<file path="config.mk">
export PLATFORM = sky130hd
export DESIGN_NAME = fmul_seq
export DESIGN_NICKNAME = d
export VERILOG_FILES = /design/src/rtl/fmul_pkg.sv /design/src/rtl/fmul_seq_mant_rounding.sv /design/src/rtl/fmul_seq.sv
export SDC_FILE = /design/constraint.sdc
export NUM_CORES = 1
export LEC_CHECK = 0
export CORE_ASPECT_RATIO = 1.1
export CORE_MARGIN = 8
export CORE_UTILIZATION = 35
export CTS_CLUSTER_SIZE = 20
export DETAILED_ROUTE_END_ITERATION = 6
export PLACE_DENSITY_LB_ADDON = 0.05
export SLEW_MARGIN = 5
export SYNTH_ARGS = -nofsm -noshare
export SYNTH_HDL_FRONTEND = slang
export SYNTH_SLANG_ARGS = --single-unit
</file>
<file path="constraint.sdc">
create_clock -name clk -period 5.1 [get_ports clk]
set_clock_uncertainty 0.1 [all_clocks]
set_input_delay 0.51 -clock clk [delete_from_list [all_inputs] [get_ports clk]]
set_output_delay 0.51 -clock clk [all_outputs]
set_load 0.005 [all_outputs]
</file>
<file path="src/rtl/fmul_pkg.sv">
// fmul_pkg: shared state, rounding-mode and flag types for the sequential FP multiplier
package fmul_pkg;
  localparam int EXP_W_DEF = 8;
  localparam int MANT_W_DEF = 24;
  localparam int BIAS = 2**(EXP_W_DEF-1)-1;
  localparam int EXP_MAX = 2**EXP_W_DEF-1;
  localparam logic [EXP_W_DEF+MANT_W_DEF-1:0] QNAN = {1'b0, {EXP_W_DEF{1'b1}}, 1'b1, {(MANT_W_DEF-2){1'b0}}};
  typedef enum logic [2:0] {IDLE, MULT, NORM, ROUND, DONE} state_t;
  localparam logic [1:0] RM_RZ  = 2'b00;
  localparam logic [1:0] RM_RU  = 2'b01;
  localparam logic [1:0] RM_RD  = 2'b10;
  localparam logic [1:0] RM_RNE = 2'b11;
  typedef struct packed {
    logic invalid;
    logic overflow;
    logic underflow;
    logic inexact;
  } flags_t;
endpackage

</file>
<file path="src/rtl/fmul_seq_mant_rounding.sv">
// mant_rounding: directed rounding of a normalised 2*MANT_W product down to MANT_W bits
module mant_rounding
  import fmul_pkg::*;
#(
  parameter int MANT_W = MANT_W_DEF
) (
  input  logic [2*MANT_W-1:0] prod_i,
  input  logic                sign_i,
  input  logic [1:0]          mode_i,
  output logic [MANT_W-2:0]   frac_o,
  output logic                carry_o,
  output logic                inexact_o
);
  logic guard, sticky, inc;
  assign guard = prod_i[MANT_W-1];
  assign sticky = |prod_i[MANT_W-2:0];
  assign inexact_o = guard | sticky;
  assign inc = mode_i == RM_RNE ? guard & (sticky | prod_i[MANT_W]) :
               mode_i == RM_RU  ? inexact_o & ~sign_i :
               mode_i == RM_RD  ? inexact_o & sign_i : 1'b0;
  // the hidden bit is always set, so the fraction wraps to zero exactly on carry-out
  assign frac_o = prod_i[2*MANT_W-2:MANT_W] + {{(MANT_W-2){1'b0}}, inc};
  assign carry_o = inc & (&prod_i[2*MANT_W-1:MANT_W]);
endmodule

</file>
<file path="src/rtl/fmul_seq.sv">
// fmul_seq: multi-cycle IEEE-754 multiplier, shift-add mantissa and one shared rounder
// FMUL_RADIX4_EN: retire two multiplier bits per MULT cycle
module fmul_seq
  import fmul_pkg::*;
#(
  parameter int EXP_W = EXP_W_DEF,
  parameter int MANT_W = MANT_W_DEF
) (
  input  logic                    clk,
  input  logic                    rst,
  input  logic                    in_valid,
  output logic                    in_ready,
  input  logic [EXP_W+MANT_W-1:0] a,
  input  logic [EXP_W+MANT_W-1:0] b,
  input  logic [1:0]              rnd_mode,
  output logic                    out_valid,
  input  logic                    out_ready,
  output logic [EXP_W+MANT_W-1:0] result,
  output logic                    flag_inexact,
  output logic                    flag_overflow,
  output logic                    flag_underflow,
  output logic                    flag_invalid
);
  localparam int W = EXP_W + MANT_W;
  localparam int F = MANT_W - 1;
`ifdef FMUL_RADIX4_EN
  localparam int NSTEP = (MANT_W + 1) / 2;
  localparam int SH = 2;
`else
  localparam int NSTEP = MANT_W;
  localparam int SH = 1;
`endif
  localparam int CW = $clog2(NSTEP + 1);
  localparam logic [CW-1:0] LAST = CW'(NSTEP - 1);
  localparam logic signed [EXP_W+1:0] BS = (EXP_W+2)'(2**(EXP_W-1)-1);
  localparam logic [W-1:0] QN = {1'b0, {EXP_W{1'b1}}, 1'b1, {(F-1){1'b0}}};
  state_t state_q;
  logic sign_q, out_valid_q;
  logic [EXP_W-1:0] ea_q, eb_q, xa, xb;
  logic [F-1:0] fa, fb;
  logic [MANT_W-1:0] ma_q, mb_q;
  logic [1:0] rm_q;
  logic [2*MANT_W-1:0] acc_q, acc_d;
  logic [CW-1:0] cnt_q;
  logic signed [EXP_W+1:0] exp_q, exp_d, exp_r;
  logic [W-1:0] result_q, result_d, spec_res;
  flags_t flags_q, flags_d, spec_flags;
  logic a_nan, b_nan, a_inf, b_inf, a_zero, b_zero, a_snan, b_snan, inv_c, nan_c, sgn_c, spec_c;
  logic [F-1:0] frac_r;
  logic cy_r, inx_r, ovf, unf, inf_sel;
  assign {xa, fa} = a[W-2:0];
  assign {xb, fb} = b[W-2:0];
  assign a_nan = &xa & |fa;
  assign b_nan = &xb & |fb;
  assign a_inf = &xa & ~|fa;
  assign b_inf = &xb & ~|fb;
  assign a_zero = ~|xa;
  assign b_zero = ~|xb;
  assign a_snan = a_nan & ~fa[F-1];
  assign b_snan = b_nan & ~fb[F-1];
  assign inv_c = (a_inf & b_zero) | (b_inf & a_zero);
  assign nan_c = a_nan | b_nan | inv_c;
  assign sgn_c = a[W-1] ^ b[W-1];
  assign spec_c = nan_c | a_inf | b_inf | a_zero | b_zero;
  assign spec_res = nan_c ? QN : (a_inf | b_inf) ? {sgn_c, {EXP_W{1'b1}}, {F{1'b0}}} : {sgn_c, {(W-1){1'b0}}};
  assign spec_flags = flags_t'({inv_c | a_snan | b_snan, 3'b000});
`ifdef FMUL_RADIX4_EN
  logic [MANT_W+1:0] ma3_q, pp, sum4;
  assign pp = mb_q[1:0] == 2'd3 ? ma3_q : mb_q[1] ? {1'b0, ma_q, 1'b0} : mb_q[0] ? {2'b00, ma_q} : '0;
  assign sum4 = {2'b00, acc_q[2*MANT_W-1:MANT_W]} + pp;
  assign acc_d = {sum4, acc_q[MANT_W-1:2]};
`else
  logic [MANT_W:0] sum2;
  assign sum2 = {1'b0, acc_q[2*MANT_W-1:MANT_W]} + (mb_q[0] ? {1'b0, ma_q} : '0);
  assign acc_d = {sum2, acc_q[MANT_W-1:1]};
`endif
  assign exp_d = $signed({2'b00, ea_q}) + $signed({2'b00, eb_q}) - BS + $signed({{(EXP_W+1){1'b0}}, acc_q[2*MANT_W-1]});
  mant_rounding #(.MANT_W(MANT_W)) u_round (
    .prod_i(acc_q), .sign_i(sign_q), .mode_i(rm_q),
    .frac_o(frac_r), .carry_o(cy_r), .inexact_o(inx_r)
  );
  assign exp_r = exp_q + $signed({{(EXP_W+1){1'b0}}, cy_r});
  assign ovf = ~exp_r[EXP_W+1] & (exp_r[EXP_W] | &exp_r[EXP_W-1:0]);
  assign unf = exp_r[EXP_W+1] | ~|exp_r;
  assign inf_sel = rm_q == RM_RNE | (rm_q == RM_RU & ~sign_q) | (rm_q == RM_RD & sign_q);
  assign result_d = ovf ? (inf_sel ? {sign_q, {EXP_W{1'b1}}, {F{1'b0}}} : {sign_q, {(EXP_W-1){1'b1}}, 1'b0, {F{1'b1}}}) :
                    unf ? {sign_q, {(W-1){1'b0}}} : {sign_q, exp_r[EXP_W-1:0], frac_r};
  assign flags_d = flags_t'({1'b0, ovf, unf, inx_r | ovf | unf});
  always_ff @(posedge clk) begin
    if (rst) begin
      state_q <= IDLE;
      out_valid_q <= 1'b0;
      result_q <= '0;
      flags_q <= '0;
      acc_q <= '0;
      cnt_q <= '0;
    end else begin
      case (state_q)
        IDLE: if (in_valid) begin
          sign_q <= sgn_c;
          ea_q <= xa;
          eb_q <= xb;
          ma_q <= {1'b1, fa};
          mb_q <= {1'b1, fb};
`ifdef FMUL_RADIX4_EN
          ma3_q <= {2'b01, fa} + {1'b1, fa, 1'b0};
`endif
          rm_q <= rnd_mode;
          acc_q <= '0;
          cnt_q <= '0;
          result_q <= spec_res;
          flags_q <= spec_flags;
          out_valid_q <= spec_c;
          state_q <= spec_c ? DONE : MULT;
        end
        MULT: begin
          acc_q <= acc_d;
          mb_q <= mb_q >> SH;
          cnt_q <= cnt_q + 1'b1;
          if (cnt_q == LAST) state_q <= NORM;
        end
        NORM: begin
          acc_q <= acc_q[2*MANT_W-1] ? acc_q : {acc_q[2*MANT_W-2:0], 1'b0};
          exp_q <= exp_d;
          state_q <= ROUND;
        end
        ROUND: begin
          result_q <= result_d;
          flags_q <= flags_d;
          out_valid_q <= 1'b1;
          state_q <= DONE;
        end
        DONE: if (out_ready) begin
          out_valid_q <= 1'b0;
          state_q <= IDLE;
        end
        default: state_q <= IDLE;
      endcase
    end
  end
  assign in_ready = (state_q == IDLE) & ~rst;
  assign out_valid = out_valid_q;
  assign result = result_q;
  assign {flag_invalid, flag_overflow, flag_underflow, flag_inexact} = flags_q;
endmodule

</file>
# == Word level (Yosys, flattened, before mapping) ==
# Cells that the tools add are included.
# Widths: inputs -> output; s select.
# op_classes
magnitude_cmp,0
n_mux,28
shift,0
mul,0
bitwise,40
reduce_logical,29
n_addsub,7
n_div,0
eq_ne,12
# ops
cell,n
$pmux 48 s3,1
$mux 48,2
$mux 31,3
$mux 24,3
$reduce_or 23->1,3
$mux 32,2
$pmux 32 s2,1
$pmux 24 s2,1
$add 24x24->25,1
$reduce_and 24->1,1
$reduce_and 8->1,3
$add 23x1->23,1
$add 10x2->10,2
$or 1x1->1,18
$and 1x1->1,16
$reduce_or 8->1,2
$pmux 3 s5,1
$reduce_and 3->1,5
$mux 3,4
$pmux 5 s2,1
$reduce_or 10->1,1
$sub 9x7->10 const B,1
$add 8x8->9,1
$ne 2x2->1 const B,4
other kinds (19),38
# word_totals
output_inout_bits,38
memories,0
reg_bits,169
mem_bits_rw,0
latchBits,0
romBits,0

# == Logic depth before layout (Yosys ltp) ==
# logic_depth
depth_word,14
depth_mapped,18
ltp_nobuf,15

# == By module ==
# A second synthesis with hierarchy kept.
# unflattened
hier_cells,947
area_unflattened_um2,9051.2
# modules_own_cells
mod,n_inst,cells_each,area_per_inst_um2
fmul_seq,1,868,8490.6
mant_rounding,1,79,560.5

# == Least setup slack after synthesis ==
# No wires, ideal clock.
# synth_timing
path_type,input to register
start,input port rst
end,"register ea_q[0], enable pin"
arrival_ns,3.806
n_path_buf,2
setup_slack_ns,0.700
stages,3
required_ns,4.507
cell_sequence,clkbuf_1 > clkbuf_1 > nor3_1
# synth_between
elab_chain_cells,2
# synth_lines
element,line_no,text
from (decl),fmul_seq.sv:10,"input logic rst,"
$not 1->1 (no source line),-,
$reduce_and 3->1 (no source line),-,
to (signal assigned),fmul_seq.sv:101,ea_q <= xa;
to (decl),fmul_seq.sv:39,"logic [EXP_W-1:0] ea_q, eb_q, xa, xb;"
# No other way between the ends.
# A chain may end at the register's enable or synchronous reset.

# == Worst setup path after layout ==
# layout_timing
start,register acc_q[34]
end,register result_q[6] (netlist: result[6])
# layout_between
elab_chain_cells,9
# layout_lines
element,line_no,text
from (decl),fmul_seq.sv:43,"logic [2*MANT_W-1:0] acc_q, acc_d;"
from (signal assigned),fmul_seq.sv:123,"acc_q <= acc_q[2*MANT_W-1] ? acc_q : {acc_q[2*MANT_W-2:0], 1'b0};"
$reduce_and 24->1 *,fmul_seq_mant_rounding.sv:23,assign carry_o = inc & (&prod_i[2*MANT_W-1:MANT_W]);
$and 1x1->1 *,fmul_seq_mant_rounding.sv:23,
$add 10x2->10 *,fmul_seq.sv:82,"assign exp_r = exp_q + $signed({{(EXP_W+1){1'b0}}, cy_r});"
$reduce_or 10->1,fmul_seq.sv:84,assign unf = exp_r[EXP_W+1] | ~|exp_r;
$logic_not 1->1,fmul_seq.sv:84,
$or 1x1->1,fmul_seq.sv:84,
$mux 31,fmul_seq.sv:87,"unf ? {sign_q, {(W-1){1'b0}}} : {sign_q, exp_r[EXP_W-1:0], frac_r};"
$mux 31 *,fmul_seq.sv:86,"assign result_d = ovf ? (inf_sel ? {sign_q, {EXP_W{1'b1}}, {F{1'b0}}} : {sign_q, {(EXP_W-1){1'b1}}, 1'b0, {F{1 ..."
$pmux 32 s2 *,fmul_seq.sv:98,case (state_q)
to (signal assigned),fmul_seq.sv:111,result_q <= spec_res;
to (signal assigned),fmul_seq.sv:128,result_q <= result_d;
to (decl),fmul_seq.sv:46,"logic [W-1:0] result_q, result_d, spec_res;"
# Every way passes the cells marked *; elsewhere a longest branch is shown, timed or not.

==> results_dict.tcl <==
set metrics [dict create \
    tightest_slew_ps 941 \
    viasPerCell 5.29 \
    synth-edff-count 76 \
    async_flop_share 0 \
    grt_usage 0.159 \
    clock_path_buffers 2 \
    hold_buffers 0 \
    maxCapViolations 0 \
    grt_pass1_vias 7475 \
    io_buffers 107 \
    rows 61 \
    grt_pass1_wl_um 39700 \
    synth_cells 960 \
    coreArea_mm2 0.0253 \
    cts.sinks 169 \
    route.vias.total 7434 \
    start_util 0.356 \
    fin_nets 1164 \
    mappedNetlistArea_mm2 0.00901 \
    dp.cells 1374 \
    post-cts-setup-buffers 0 \
    antenna_cells 0 \
    period_share 0.814 \
    ys_warn_count 0 \
    die_x_um 169 \
    wl_met1_um 12200 \
    cp-end-kind "register" \
    drv_slew 0 \
    preCtsSetupSlack_ps 927 \
    crit_required_ps 5370 \
    die_y_um 184 \
    reg2reg_depth 14 \
    holdWs_ps 341 \
    final_cell_count_no_fill 1406 \
    r2r_slack_ps 950 \
    finalSetupViolations 0 \
    setup_slack_ps 949 \
    wl_per_cell_um 17.4 \
    p_leak_nw 4.03 \
    cp_data_arrival_time_ps 4420 \
    gr-total-overflow 0 \
    drt_pass1_iterations 7 \
    synth_seq_cells 169 \
    relSlewSlack 0.373 \
    fmax_mhz 241 \
    vdd_drop_max_v 0.000160 \
    hold_path_end "flag_inexact" \
    highest_layer "met4" \
    hold_start "flag_inexact" \
    die-area_mm2 0.0312 \
    cts-resized-gates 0 \
    antenna_found_initial 0 \
    reg2reg_from "acc_q[34]" \
    cts_tree "yes" \
    met2WireLength_um 10600 \
    report.final.hold_viol_count 0 \
    outcome "finished clean" \
    area_delta_synth_final_pct 22.0 \
    drive_gt1_frac 0.0509 \
    ant_nets 0 \
    worst-path-max-fanout 26 \
    drc_errors 0 \
    clock-root-buffer "clkbuf_16" \
    worstSkewPairLatency_ps 430 \
    grt_max_degree 60 \
    dp_hpwl_um 18500 \
    yosysSeqAreaShare 0.460 \
    clk_pin_slew_ps 70 \
    p_per_area_mw_per_mm2 322 \
    setup_tns_ps 0 \
    min_path_type "register to register" \
    htreeDepth 4 \
    wl_um 24500 \
    worst_setup_path_start_kind "register" \
    cts_buffers 17 \
    routabilityCongestion 0.863 \
    worstReg2RegEnd "result[6]" \
    rsz0062_at_grt "no" \
    synth_ff_type "dfxtp_1" \
    synthDistinctLibCells 64 \
    drt_iter0_markers 554 \
    postSynthAreaPerCell_um2 9.39 \
    final.min_clock_period_ps 4150 \
    syn_nets 1077 \
    met3WireLength_um 1230 \
    min_path_cells 2 \
    ios 108 \
    path_class "register to register" \
]
[cells in the final DEF (no fill, tap or decap), drive strengths merged, types with 16 or more instances in the layout]
cell,Yosys,final
nand2,126,126
clkdlybuf4s50,0,106
dfxtp,93,93
nor2,88,88
edfxtp,76,76
a21oi,45,45
ha,45,45
o21ai,45,45
a222oi,37,37
inv,31,35
xnor2,29,29
xor2,26,26
and2,23,23
nor4,23,23
a22o,22,22
nand3,21,21
nor3,20,20
nand4,18,18
a31oi,17,17
clkbuf,42,17
buf,12,16
[worst max-delay path, cell delays in order (launching register included)]
cell,delay [ps]
dfxtp_1,500
and4_1,290
and3_1,250
and3_1,250
and3_1,210
ha_1,240
ha_1,330
nand4_1,250
nor2_1,180
xnor2_1,80
a31oi_1,190
or2_1,130
buf_4,220
o21a_1,640
a22o_1,220
[kinds of logic after synthesis]
family,Yosys count,share of synthesized area
XOR/XNOR,55,0.0534
multiplexers,3,0.00333
AND/OR/NAND/NOR,365,0.194
buffers and inverters,86,0.0379
flip-flops,169,0.460
adder cells (fa/ha/maj),47,0.0669
AO/OA/AOI/OAI,235,0.185
[power by group]
group	internal, mW	switching [mW]	leakage, nW
sequential	1.52	0.0665	1.46
clock	0.722	0.564	0.275
combinational	0.261	0.405	2.30
[sequential cells by signal (all words and copies together) (netlist names), 5 cells and up]
name	flops
result	32
ea_q	8
ma_q	23
acc_q	48
mb_q	24
exp_q	10
eb_q	8
cnt_q	5
[per-layer routing]
metal | global-route usage | up-vias
met1 | 0.219 | 3463
met4 | 0.0553 | 0
met5 | 0 | -
met3 | 0.0280 | 29
li1 | - | 3755
met2 | 0.247 | 187
[per-stage QoR]
step | cell area (µm²) | util | total power [mW]
detailed placement | 10400 | 0.411 | 2.29
global placement | 10400 | 0.411 | 2.29
CTS | 11000 | 0.434 | 3.58
global route | 11000 | 0.434 | 3.71
floorplan | 9010 | - | 2.04
finish | 11000 | 0.434 | 3.54
[synth_stat cells (4+ instances only)]
cell / count / share of area
nand2_1: 126 / 0.052
dfxtp_1: 93 / 0.21
nor2_1: 88 / 0.037
edfxtp_1: 76 / 0.25
a21oi_1: 45 / 0.025
ha_1: 45 / 0.062
clkbuf_1: 42 / 0.017
o21ai_0: 42 / 0.023
a222oi_1: 37 / 0.041
inv_1: 31 / 0.013
xnor2_1: 29 / 0.028
xor2_1: 26 / 0.025
and2_1: 23 / 0.016
nor4_1: 23 / 0.016
a22o_1: 22 / 0.021
nand3_1: 20 / 0.011
nand4_1: 18 / 0.012
nor3_1: 18 / 0.010
a31oi_1: 17 / 0.012
and3_1: 15 / 0.010
a22oi_1: 11 / 0.0092
nand2b_1: 9 / 0.0062
a21o_1: 8 / 0.0067
a211oi_1: 7 / 0.0058
buf_1: 7 / 0.0029
o21bai_1: 6 / 0.0050
o211ai_1: 4 / 0.0033
o21a_1: 4 / 0.0033
o22ai_1: 4 / 0.0028
or3_1: 4 / 0.0028
[final cells by class]
class | instances | area, µm²
inverters | 32 | 120
clock buffers | 17 | 425
flip-flops and latches | 169 | 4140
clock inverters | 15 | 148
repair buffers | 122 | 1180
well taps | 346 | 433
multi-input cells | 705 | 4550
fillers | 2595 | 14300
[worst max path at each step]
| stage | cells after the start | slack, ps | from | endpoint |
|---|---|---|---|---|
| finish | 14 | 950 | acc_q[34] | result[6] |
| global route | 14 | 520 | acc_q[34] | result[13] |
| CTS | 14 | 930 | acc_q[34] | result[7] |
| detailed placement | 14 | 930 | acc_q[34] | result[7] |
| global placement | 14 | 1030 | acc_q[34] | result[8] |
| floorplan | 3 | 700 | rst | ea_q[0] |
(Power assumes the default switching activity.)
